**config.mk**
```make
export PLATFORM = sky130hd
export DESIGN_NAME = program_loader_flat
export DESIGN_NICKNAME = d
export VERILOG_FILES = /design/src/rtl/loader_pkg.sv /design/src/rtl/program_loader_if.sv /design/src/rtl/byte_to_word_packer.sv /design/src/rtl/program_loader.sv /design/src/flat_wrapper.sv
export SDC_FILE = /design/constraint.sdc
export NUM_CORES = 1
export LEC_CHECK = 0
export CELL_PAD_IN_SITES_DETAIL_PLACEMENT = 1
export CELL_PAD_IN_SITES_GLOBAL_PLACEMENT = 2
export CORE_ASPECT_RATIO = 0.8
export CORE_MARGIN = 5
export CORE_UTILIZATION = 30
export CTS_CLUSTER_SIZE = 28
export DETAILED_ROUTE_END_ITERATION = 6
export GPL_ROUTABILITY_DRIVEN = 1
export PLACE_DENSITY = 0.68
export SYNTH_ARGS = -nofsm -noshare
export SYNTH_HDL_FRONTEND = slang
export SYNTH_SLANG_ARGS = --single-unit
```
**constraint.sdc**
```tcl
create_clock -name clk -period 1.8 [get_ports clk]
set_input_delay 0.36 -clock clk [delete_from_list [all_inputs] [get_ports clk]]
set_output_delay 0.36 -clock clk [all_outputs]
set_load 0.02 [all_outputs]
```
**src/rtl/loader_pkg.sv**
```systemverilog
// loader_pkg: shared types and constants for the program loader and its byte packer.
// Holds the loader state enum, frame-field widths, word packing size and the default
// largest accepted program length.
package loader_pkg;
    typedef enum logic [2:0] {IDLE, LEN_HI, LEN_LO, DATA, CHK, DONE, ERR} state_t;
    localparam int BYTE_W            = 8;
    localparam int LEN_W             = 16;
    localparam int CHK_W             = 8;
    localparam int BYTES_PER_WORD    = 4;
    localparam int DEFAULT_MAX_WORDS = 1024;
endpackage

```
**src/rtl/program_loader_if.sv**
```systemverilog
// program_loader_if: byte-stream input and instruction-memory write port of the loader.
// in_valid/in_data/in_ready : byte stream, a byte moves when in_valid && in_ready
// imem_we/imem_addr/imem_wdata : one-cycle instruction word write
// master = stream source / memory side, slave = the loader.
interface program_loader_if
    import loader_pkg::*;
#(
    parameter int ADDR_W = 10,
    parameter int WORD_W = 32
);
    logic              in_valid;
    logic [BYTE_W-1:0] in_data;
    logic              in_ready;
    logic              imem_we;
    logic [ADDR_W-1:0] imem_addr;
    logic [WORD_W-1:0] imem_wdata;
    modport master (output in_valid, in_data, input in_ready, imem_we, imem_addr, imem_wdata);
    modport slave  (input in_valid, in_data, output in_ready, imem_we, imem_addr, imem_wdata);
endinterface

```
**src/rtl/byte_to_word_packer.sv**
```systemverilog
// byte_to_word_packer: assembles a big-endian word from a byte stream.
// clk, reset_n : clock, asynchronous active-low reset
// clr          : returns the byte index to the first byte of a word
// byte_i/strobe: incoming byte and its accept strobe
// word         : assembled word, valid together with word_valid
// word_valid   : high in the cycle the last byte of a word is strobed in
module byte_to_word_packer
    import loader_pkg::*;
#(
    parameter int BYTES = BYTES_PER_WORD
) (
    input  logic                    clk,
    input  logic                    reset_n,
    input  logic                    clr,
    input  logic [BYTE_W-1:0]       byte_i,
    input  logic                    strobe,
    output logic [BYTE_W*BYTES-1:0] word,
    output logic                    word_valid
);
    localparam int IDX_W = (BYTES > 1) ? $clog2(BYTES) : 1;
    logic [BYTE_W*(BYTES-1)-1:0] shift_q;
    logic [IDX_W-1:0]            idx_q;
    // The word is presented combinationally so the caller can register it on the
    // same edge that accepts the last byte.
    assign word       = {shift_q, byte_i};
    assign word_valid = strobe && idx_q == IDX_W'(BYTES - 1);
    always_ff @(posedge clk or negedge reset_n) begin
        if (!reset_n) begin
            shift_q <= '0;
            idx_q   <= '0;
        end else if (clr) begin
            idx_q <= '0;
        end else if (strobe) begin
            shift_q <= word[BYTE_W*(BYTES-1)-1:0];
            idx_q   <= word_valid ? '0 : idx_q + 1'b1;
        end
    end
endmodule

```
**src/rtl/program_loader.sv**
```systemverilog
// program_loader: loads a length-prefixed program image from a byte stream into instruction memory.
// clk, reset_n  : clock, asynchronous active-low reset
// start         : one-cycle pulse starting a load (ignored while busy)
// bus           : program_loader_if.slave, byte stream in and imem write port out
// cpu_reset     : processor reset, released the cycle after done rises
// busy/done/error : load in progress / last load good (sticky) / last load bad (sticky)
// words_loaded  : words written by the current or last load
// Optional: define LOADER_CHECKSUM_EN to expect a trailing XOR checksum byte.
module program_loader
    import loader_pkg::*;
#(
    parameter int          ADDR_W    = 10,
    parameter int          WORD_W    = 32,
    parameter int unsigned MAX_WORDS = DEFAULT_MAX_WORDS
) (
    input  logic            clk,
    input  logic            reset_n,
    input  logic            start,
    program_loader_if.slave bus,
    output logic            cpu_reset,
    output logic            busy,
    output logic            done,
    output logic            error,
    output logic [ADDR_W:0] words_loaded
);
    localparam int CNT_W = ADDR_W + 1;
    state_t                              state_q, state_d;
    logic [BYTE_W-1:0]                   len_hi_q, len_hi_d;
    logic [CNT_W-1:0]                    len_q, len_d, cnt_q, cnt_d;
    logic [ADDR_W-1:0]                   addr_q, addr_d;
    logic [WORD_W-1:0]                   wdata_q, wdata_d;
    logic                                we_q, we_d;
    logic                                busy_q, busy_d, done_q, done_d, error_q, error_d;
    logic                                cpu_reset_q, cpu_reset_d;
`ifdef LOADER_CHECKSUM_EN
    logic [CHK_W-1:0]                    xor_q, xor_d;
`endif
    logic                                ready, acc, len_bad, go;
    logic [LEN_W-1:0]                    len;
    logic [BYTE_W*BYTES_PER_WORD-1:0]    pk_word;
    logic                                pk_valid;
    // No byte is taken during a write cycle, so the word index is settled before the next byte.
    assign ready   = state_q inside {LEN_HI, LEN_LO, DATA, CHK} && !we_q;
    assign acc     = bus.in_valid && ready;
    assign len     = {len_hi_q, bus.in_data};
    assign len_bad = len == '0 || 32'(len) > MAX_WORDS;
    assign go      = start && state_q inside {IDLE, DONE, ERR};
    byte_to_word_packer u_packer (
        .clk        (clk),
        .reset_n    (reset_n),
        .clr        (go),
        .byte_i     (bus.in_data),
        .strobe     (acc && state_q == DATA),
        .word       (pk_word),
        .word_valid (pk_valid)
    );
    always_comb begin
        state_d     = state_q;
        len_hi_d    = len_hi_q;
        len_d       = len_q;
        cnt_d       = cnt_q;
        addr_d      = addr_q;
        wdata_d     = wdata_q;
        we_d        = 1'b0;
        busy_d      = busy_q;
        done_d      = done_q;
        error_d     = error_q;
        cpu_reset_d = cpu_reset_q;
`ifdef LOADER_CHECKSUM_EN
        xor_d       = xor_q;
`endif
        case (state_q)
            IDLE, DONE, ERR: begin
                if (go) begin
                    state_d     = LEN_HI;
                    busy_d      = 1'b1;
                    cpu_reset_d = 1'b1;
                    done_d      = 1'b0;
                    error_d     = 1'b0;
                    cnt_d       = '0;
                    addr_d      = '0;
`ifdef LOADER_CHECKSUM_EN
                    xor_d       = '0;
`endif
                end else if (state_q == DONE) begin
                    // done rose on the previous edge; release the processor now.
                    cpu_reset_d = 1'b0;
                end
            end
            LEN_HI: begin
                if (acc) begin
                    len_hi_d = bus.in_data;
                    state_d  = LEN_LO;
                end
            end
            LEN_LO: begin
                if (acc) begin
                    len_d   = CNT_W'(len);
                    state_d = len_bad ? ERR : DATA;
                    error_d = len_bad;
                    busy_d  = !len_bad;
                end
            end
            DATA: begin
                if (pk_valid) begin
                    we_d    = 1'b1;
                    wdata_d = WORD_W'(pk_word);
                    addr_d  = cnt_q[ADDR_W-1:0];
                    cnt_d   = cnt_q + 1'b1;
                end
`ifdef LOADER_CHECKSUM_EN
                xor_d = acc ? xor_q ^ bus.in_data : xor_q;
                if (we_q && cnt_q == len_q) state_d = CHK;
`else
                if (we_q && cnt_q == len_q) begin
                    state_d = DONE;
                    done_d  = 1'b1;
                    busy_d  = 1'b0;
                end
`endif
            end
`ifdef LOADER_CHECKSUM_EN
            CHK: begin
                if (acc) begin
                    state_d = bus.in_data == xor_q ? DONE : ERR;
                    done_d  = bus.in_data == xor_q;
                    error_d = bus.in_data != xor_q;
                    busy_d  = 1'b0;
                end
            end
`endif
            default: state_d = IDLE;
        endcase
    end
    always_ff @(posedge clk or negedge reset_n) begin
        if (!reset_n) begin
            state_q     <= IDLE;
            len_hi_q    <= '0;
            len_q       <= '0;
            cnt_q       <= '0;
            addr_q      <= '0;
            wdata_q     <= '0;
            we_q        <= 1'b0;
            busy_q      <= 1'b0;
            done_q      <= 1'b0;
            error_q     <= 1'b0;
            cpu_reset_q <= 1'b1;
`ifdef LOADER_CHECKSUM_EN
            xor_q       <= '0;
`endif
        end else begin
            state_q     <= state_d;
            len_hi_q    <= len_hi_d;
            len_q       <= len_d;
            cnt_q       <= cnt_d;
            addr_q      <= addr_d;
            wdata_q     <= wdata_d;
            we_q        <= we_d;
            busy_q      <= busy_d;
            done_q      <= done_d;
            error_q     <= error_d;
            cpu_reset_q <= cpu_reset_d;
`ifdef LOADER_CHECKSUM_EN
            xor_q       <= xor_d;
`endif
        end
    end
    assign bus.in_ready   = ready;
    assign bus.imem_we    = we_q;
    assign bus.imem_addr  = addr_q;
    assign bus.imem_wdata = wdata_q;
    assign cpu_reset      = cpu_reset_q;
    assign busy           = busy_q;
    assign done           = done_q;
    assign error          = error_q;
    assign words_loaded   = cnt_q;
endmodule

```
**src/flat_wrapper.sv**
```systemverilog
// flat-port wrapper written by rule: the top's interface ports become plain ports
module program_loader_flat import loader_pkg::*;
#(
    parameter int          ADDR_W    = 10,
    parameter int          WORD_W    = 32,
    parameter int unsigned MAX_WORDS = DEFAULT_MAX_WORDS
)
  (clk, reset_n, start, cpu_reset, busy, done, error, words_loaded, bus_in_valid, bus_in_data, bus_in_ready, bus_imem_we, bus_imem_addr, bus_imem_wdata);
  program_loader_if #(.ADDR_W(ADDR_W), .WORD_W(WORD_W)) bus_i ();
  input  logic clk;
  input  logic reset_n;
  input  logic start;
  output logic cpu_reset;
  output logic busy;
  output logic done;
  output logic error;
  output logic [ADDR_W:0] words_loaded;
  input wire logic [$bits(bus_i.in_valid)-1:0] bus_in_valid;
  input wire logic [$bits(bus_i.in_data)-1:0] bus_in_data;
  output wire logic [$bits(bus_i.in_ready)-1:0] bus_in_ready;
  output wire logic [$bits(bus_i.imem_we)-1:0] bus_imem_we;
  output wire logic [$bits(bus_i.imem_addr)-1:0] bus_imem_addr;
  output wire logic [$bits(bus_i.imem_wdata)-1:0] bus_imem_wdata;
  assign bus_i.in_valid = bus_in_valid;
  assign bus_i.in_data = bus_in_data;
  assign bus_in_ready = bus_i.in_ready;
  assign bus_imem_we = bus_i.imem_we;
  assign bus_imem_addr = bus_i.imem_addr;
  assign bus_imem_wdata = bus_i.imem_wdata;
  program_loader #(.ADDR_W(ADDR_W), .WORD_W(WORD_W), .MAX_WORDS(MAX_WORDS)) u_core (.clk(clk), .reset_n(reset_n), .start(start), .bus(bus_i), .cpu_reset(cpu_reset), .busy(busy), .done(done), .error(error), .words_loaded(words_loaded));
endmodule
```
* Word-level counts from Yosys, hierarchy flattened
Index checks and enable logic that the tools add are counted.
W data, S select, Z words.
** Word-level totals
- Flip-flop bits (word level) :: 106
- Bits in latches :: 0
- Memory bits (writable) :: 0
- Bits in read-only memories :: 0
- Input bits :: 12
- Output and inout port bits :: 59
- Word-level logic and storage cells :: 87
- Memories :: 0
** Cells by class
- Add/sub/neg operators :: 2
- Multipliers :: 0
- Divide/modulo/power cells :: 0
- $lt $le $gt $ge :: 1
- Eq/ne operators :: 13
- Shift operators :: 0
- Multiplexer cells :: 28
- Bitwise gates (word level) :: 1
- Reduce and logical (&&, ||, !) cells :: 29
** Operators with widths (count)
- $mux W11 :: 2
- $pmux W11 S2 :: 1
- $mux W10 :: 2
- $pmux W10 S2 :: 1
- $gt A16 B11 Y1 const B :: 1
- $logic_not A16 Y1 :: 1
- $mux W3 :: 5
- $pmux W3 S4 :: 1
- $add A11 B1 Y11 const B :: 1
- $eq A11 B11 Y1 :: 1
- $mux W1 :: 10
- $reduce_and A2 Y1 :: 5
- $eq A3 B3 Y1 const B :: 3
- $reduce_and A3 Y1 :: 3
- $reduce_and A4 Y1 :: 2
- $reduce_bool A2 Y1 :: 4
- $eq A3 B2 Y1 const B :: 2
- $logic_and A1 B1 Y1 :: 6
- $mux W2 :: 3
- $ne A2 B1 Y1 const B :: 3
- $reduce_bool A3 Y1 :: 2
- $ne A2 B2 Y1 const B :: 2
- $pmux W1 S2 :: 2
- $reduce_bool A4 Y1 :: 1
- other kinds (9) :: 10

* Depth between registers and ports, before layout
- Depth after elaboration :: 9
- Gate-level depth with buffers :: 7
- Mapped depth without buffers :: 6

* By module
From an unflattened synthesis, not the netlist that was laid out.
** Unflattened totals
- Cells, all modules :: 417
- Area total of the unflattened synthesis :: 4767.1 um^2
** By module, submodules not included
- program_loader :: instances 1, cells each 348, area each 3593.4 um^2, seq. area each 2003.2 um^2
- byte_to_word_packer :: instances 1, cells each 69, area each 1173.6 um^2, seq. area each 650.6 um^2

* Worst setup path after synthesis
No wires, ideal clock.
- Kind :: reg-to-reg
- Start point :: reg u_core.cnt_q[0], in the netlist u_core.words_loaded[0]
- End point :: reg u_core.cnt_q[10], in the netlist u_core.words_loaded[10]
- Arrival time :: 1507 ps
- Data required time :: 1670 ps
- Path slack :: 163 ps
- Stages on the path, launching flop included :: 8
- Path buffers :: 1
- Cell sequence :: dfrtp_1 ha_1 and3_1 and3_1 clkbuf_1 a31oi_1 o21ai_1 o21ai_1
** Between the ends
- Word-level cells in the longest chain between the ends :: 3
** RTL lines
- start, declared :: RTL line program_loader.sv:29 : logic [CNT_W-1:0] len_q, len_d, cnt_q, cnt_d;
- start signal, assigned :: RTL line program_loader.sv:155 : cnt_q <= cnt_d;
- $add A11 B1 Y11 :: RTL line program_loader.sv:109 : cnt_d = cnt_q + 1'b1;
- $mux W11 :: RTL line program_loader.sv:105 : if (pk_valid) begin
- $pmux W11 S2 :: RTL line program_loader.sv:72 : case (state_q)
No other way between the ends. The select of a mux whose other input is x is not followed.
A chain may end at the register's enable or synchronous reset.

* Worst setup path after layout
- Start point :: in bus_in_data[2]
- End point :: reg u_core.state_q[2]
** Between the ends
- Word-level cells in the longest chain between the ends :: 5
** RTL lines
- start, declared :: RTL line flat_wrapper.sv:19 : input wire logic [$bits(bus_i.in_data)-1:0] bus_in_data;
- $gt A16 B11 Y1 or $logic_not A16 Y1 (tied branches) :: RTL line program_loader.sv:46 : assign len_bad = len == '0 || 32'(len) > MAX_WORDS;
- $logic_or A1 B1 Y1 (*) :: RTL line program_loader.sv:46
- $mux W3 (*) :: RTL line program_loader.sv:99 : state_d = len_bad ? ERR : DATA;
- $mux W3 (*) :: RTL line program_loader.sv:97 : if (acc) begin
- $pmux W3 S4 (*) :: RTL line program_loader.sv:72
- end signal, assigned :: RTL line program_loader.sv:152 : state_q <= state_d;
- end, declared :: RTL line program_loader.sv:27 : state_t state_q, state_d;
Mark *: on every way between the ends. The rest lies on a longest branch, timed or not. The select of a mux whose other input is x is not followed.

==> summary.txt <==
number of detailed-routing iterations run before antenna repair -> 4
number of DRC violations after detailed-routing iteration 0 -> 135
number of design rule violations left after detail routing -> 0
clock-pin transition on the worst setup and hold timing paths -> 0.07 ns
maximum root-to-sink buffer count -> 2
pins over their slew limit -> 0
global-route wire length before repair -> 18300 µm
mean number of vias per cell -> 4.84
dpl cells -> 613
commonest non-fill, non-tap cells in the layout -> dfrtp_1, mux2_2, clkdlybuf4s50_1
met3 wire len -> 380 µm
Max IR drop VDD -> 536 µV
detailed-route via count -> 3044
number of setup violations in the final report -> 0
met1 wire length -> 5230 µm
Routed met2 length -> 5190 µm
period utilisation layout -> 96.7%
highest metal layer with signal wires -> met4
Area after DPL -> 0.00564 mm²
Crit Path Class -> in2reg
net count of the mapped netlist -> 351
number of port buffers -> 70
via count of the first global-routing pass -> 3292
fill count -> 1560
footprint of the multi-input gates -> 0.00176 mm²
core outline area -> 0.0149 mm²
GRT Overall Usage -> 13.0%
post-layout power -> 8.83 mW
static leakage power -> 2.70 nW
maximum level of the CTS H-tree -> 3
post-detailed-placement half-perimeter wirelength -> 7820 µm
die outline area -> 0.0175 mm²
initial antenna violation count -> 0
Setup WS pre-CTS -> -0.320 ns
portion of the post-synthesis area used by sequential elements -> 59.2%
Crit path arrival time -> 1.96 ns
crit-path max FO -> 5
final weighted congestion in routability-driven placement -> 0.769
Syn Area/Cell -> 13.3 µm²
Die Wd -> 147 µm
Period minus WS final -> 1.74 ns
Nets -> 451
Max Clk Rate -> 575 MHz
CP Cell Sequence -> clkdlybuf4s50_1 > nor4_2 > nand3_1 > mux2i_1 > nor2_1 > or3_1
outcome -> completed
Final Instance Count excl. Fillers -> 629
kind of capture point of the worst setup path -> flip-flop
worst setup margin -> 0.0600 ns
yosys synthesis warning count -> 0
Area growth syn-to-layout -> 33.4%
summed instance area of the synthesized netlist -> 0.00449 mm²
layout cells sized above 1 -> 32.5%
Final ANT Viol Nets -> 0
count of buffer and inverter cells on the critical path -> 1
Chip Height -> 119 µm
reg-to-reg setup timing slack -> 0.10 ns
total I/O pin count -> 71
Cell variety after synth -> 41
final hold violations -> 0
flip-flop and latch area -> 0.00266 mm²
synthesized flop and latch total -> 106
latest clock arrival within the worst-skew pair -> 0.34 ns
Hold Path Class -> in2async
most frequent standard cell in the layout excluding fill and tap cells -> dfrtp_1
TritonCTS clock tree -> built
number of antenna repair diodes -> 0
relative slew slack -> 71.9%
slew of the pin with the lowest slew margin -> 0.422 ns
crit path launch type -> input port
CP delay by family, top -> simple AND/OR/NAND/NOR gates
Worst Clk Skew -> 0.00647 ns
count of clock tree sinks -> 106
gate count after technology mapping -> 337
Root Buffer Master -> clkbuf_16
clock buffer count from CTS -> 9
total overflow reported by the global router -> 0
Worst path slowest cell -> clkdlybuf4s50_1
required arrival time at the worst endpoint -> 2.02 ns
average routed wire per standard cell -> 17.3 µm
delay of the slowest critical-path stage -> 0.51 ns
area of all placed cells without fillers -> 0.00598 mm²
pin count of the biggest net entering global routing -> 40
count of max-cap constraint violations -> 0
unrepaired setup endpoints after global routing -> no
tightest hold margin -> 0.500 ns
starting utilization of the core area -> 30.2%
Rows -> 40
Power Dens Cells -> 1470 mW/mm²
wire length after detailed routing -> 10900 µm
synthesized netlist by cell type (all sizes together):
cell type | count | share of area (%)
a31oi | 3 | 0.42
and4 | 1 | 0.20
nor3 | 3 | 0.33
nor4 | 4 | 0.70
nor2 | 21 | 2.1
mux2i | 1 | 0.22
nand2 | 11 | 0.92
a22o | 11 | 2.1
ha | 2 | 0.56
o21ai | 21 | 2.3
a211oi | 2 | 0.33
mux2 | 76 | 19
or3 | 1 | 0.14
xor2 | 7 | 1.4
a21oi | 6 | 0.67
nand3b | 4 | 0.95
buf | 16 | 2.2
nand3 | 2 | 0.22
nand4 | 5 | 0.70
nor2b | 1 | 0.14
nor3b | 3 | 0.61
clkbuf | 2 | 0.17
dfstp | 1 | 0.59
xnor2 | 6 | 1.2
a21o | 2 | 0.36
inv | 3 | 0.25
and2 | 2 | 0.28
dfrtp | 105 | 59
o211ai | 3 | 0.50
nand4b | 1 | 0.20
o22ai | 1 | 0.14
nand2b | 4 | 0.56
and3 | 5 | 0.70
o41ai | 1 | 0.20
through the flow:
step	TNS [ns]	util [%]
after floorplan	0	-
after global placement	-16.72	37.9
after detailed placement	-16.46	37.9
after CTS	0	39.8
after global routing	0	40.3
final	0	40.3
metal layers:
| layer | track usage, % | vias up |
|---|---|---|
| met5 | 0 | - |
| met1 | 17.4 | 1588 |
| met3 | 3.58 | 11 |
| li1 | - | 1401 |
| met2 | 21.0 | 44 |
| met4 | 3.00 | 0 |
worst paths after layout:
kind | cells past startpoint | startpoint | endpoint
min in group clk | 1 | u_core.u_packer.idx_q[0] | u_core.u_packer.idx_q[0]
hold / removal | 2 | reset_n | u_core.state_q[0]
hold reg to reg | 1 | u_core.u_packer.idx_q[0] | u_core.u_packer.idx_q[0]
setup / recovery | 6 | bus_in_data[2] | u_core.state_q[2]
max in group asynchronous | 3 | reset_n | u_core.len_q[9]
setup reg to reg | 6 | u_core.len_hi_q[5] | u_core.state_q[2]
cells by family after synthesis:
family	share of synthesized area [%]
flip-flops	59.2
multiplexers	19.3
AND/OR/NAND/NOR	8.73
AO/OA/AOI/OAI	7.11
buffers and inverters	2.59
XOR/XNOR	2.54
adder cells (fa/ha/maj)	0.558
where the power goes:
part	switching, mW	total (mW)	internal (mW)
clock network	0.858	1.93	1.07
logic	1.47	3.19	1.71
registers	0.520	3.71	3.19
total	2.85	8.83	5.97
final cells by class:
cell class	count	share of cell area, %
clock inverters	4	0.899
flip-flops and latches	106	44.4
repair buffers	107	17.2
inverters	3	0.188
clock buffers	10	3.83
multi-input cells	210	29.5
well taps	189	3.95
sequential cells by signal (all words and copies together) (netlist names):
name                     cells
u_core.bus.imem_addr        10
u_core.bus.imem_wdata       32
u_core.bus.imem_we           1
u_core.busy                  1
u_core.cpu_reset             1
u_core.done                  1
u_core.error                 1
u_core.len_hi_q              8
u_core.len_q                11
u_core.state_q               3
u_core.u_packer.idx_q        2
u_core.u_packer.shift_q     24
u_core.words_loaded         11
timing repair:
action | in CTS | in global routing
setup endpoints to repair | 12 | 20
hold endpoints to repair | 25 | 0
gates resized for setup | 13 | 14
setup buffers | 0 | 1
hold buffers | 1 | 0
Power figures use the tool's default switching activity.
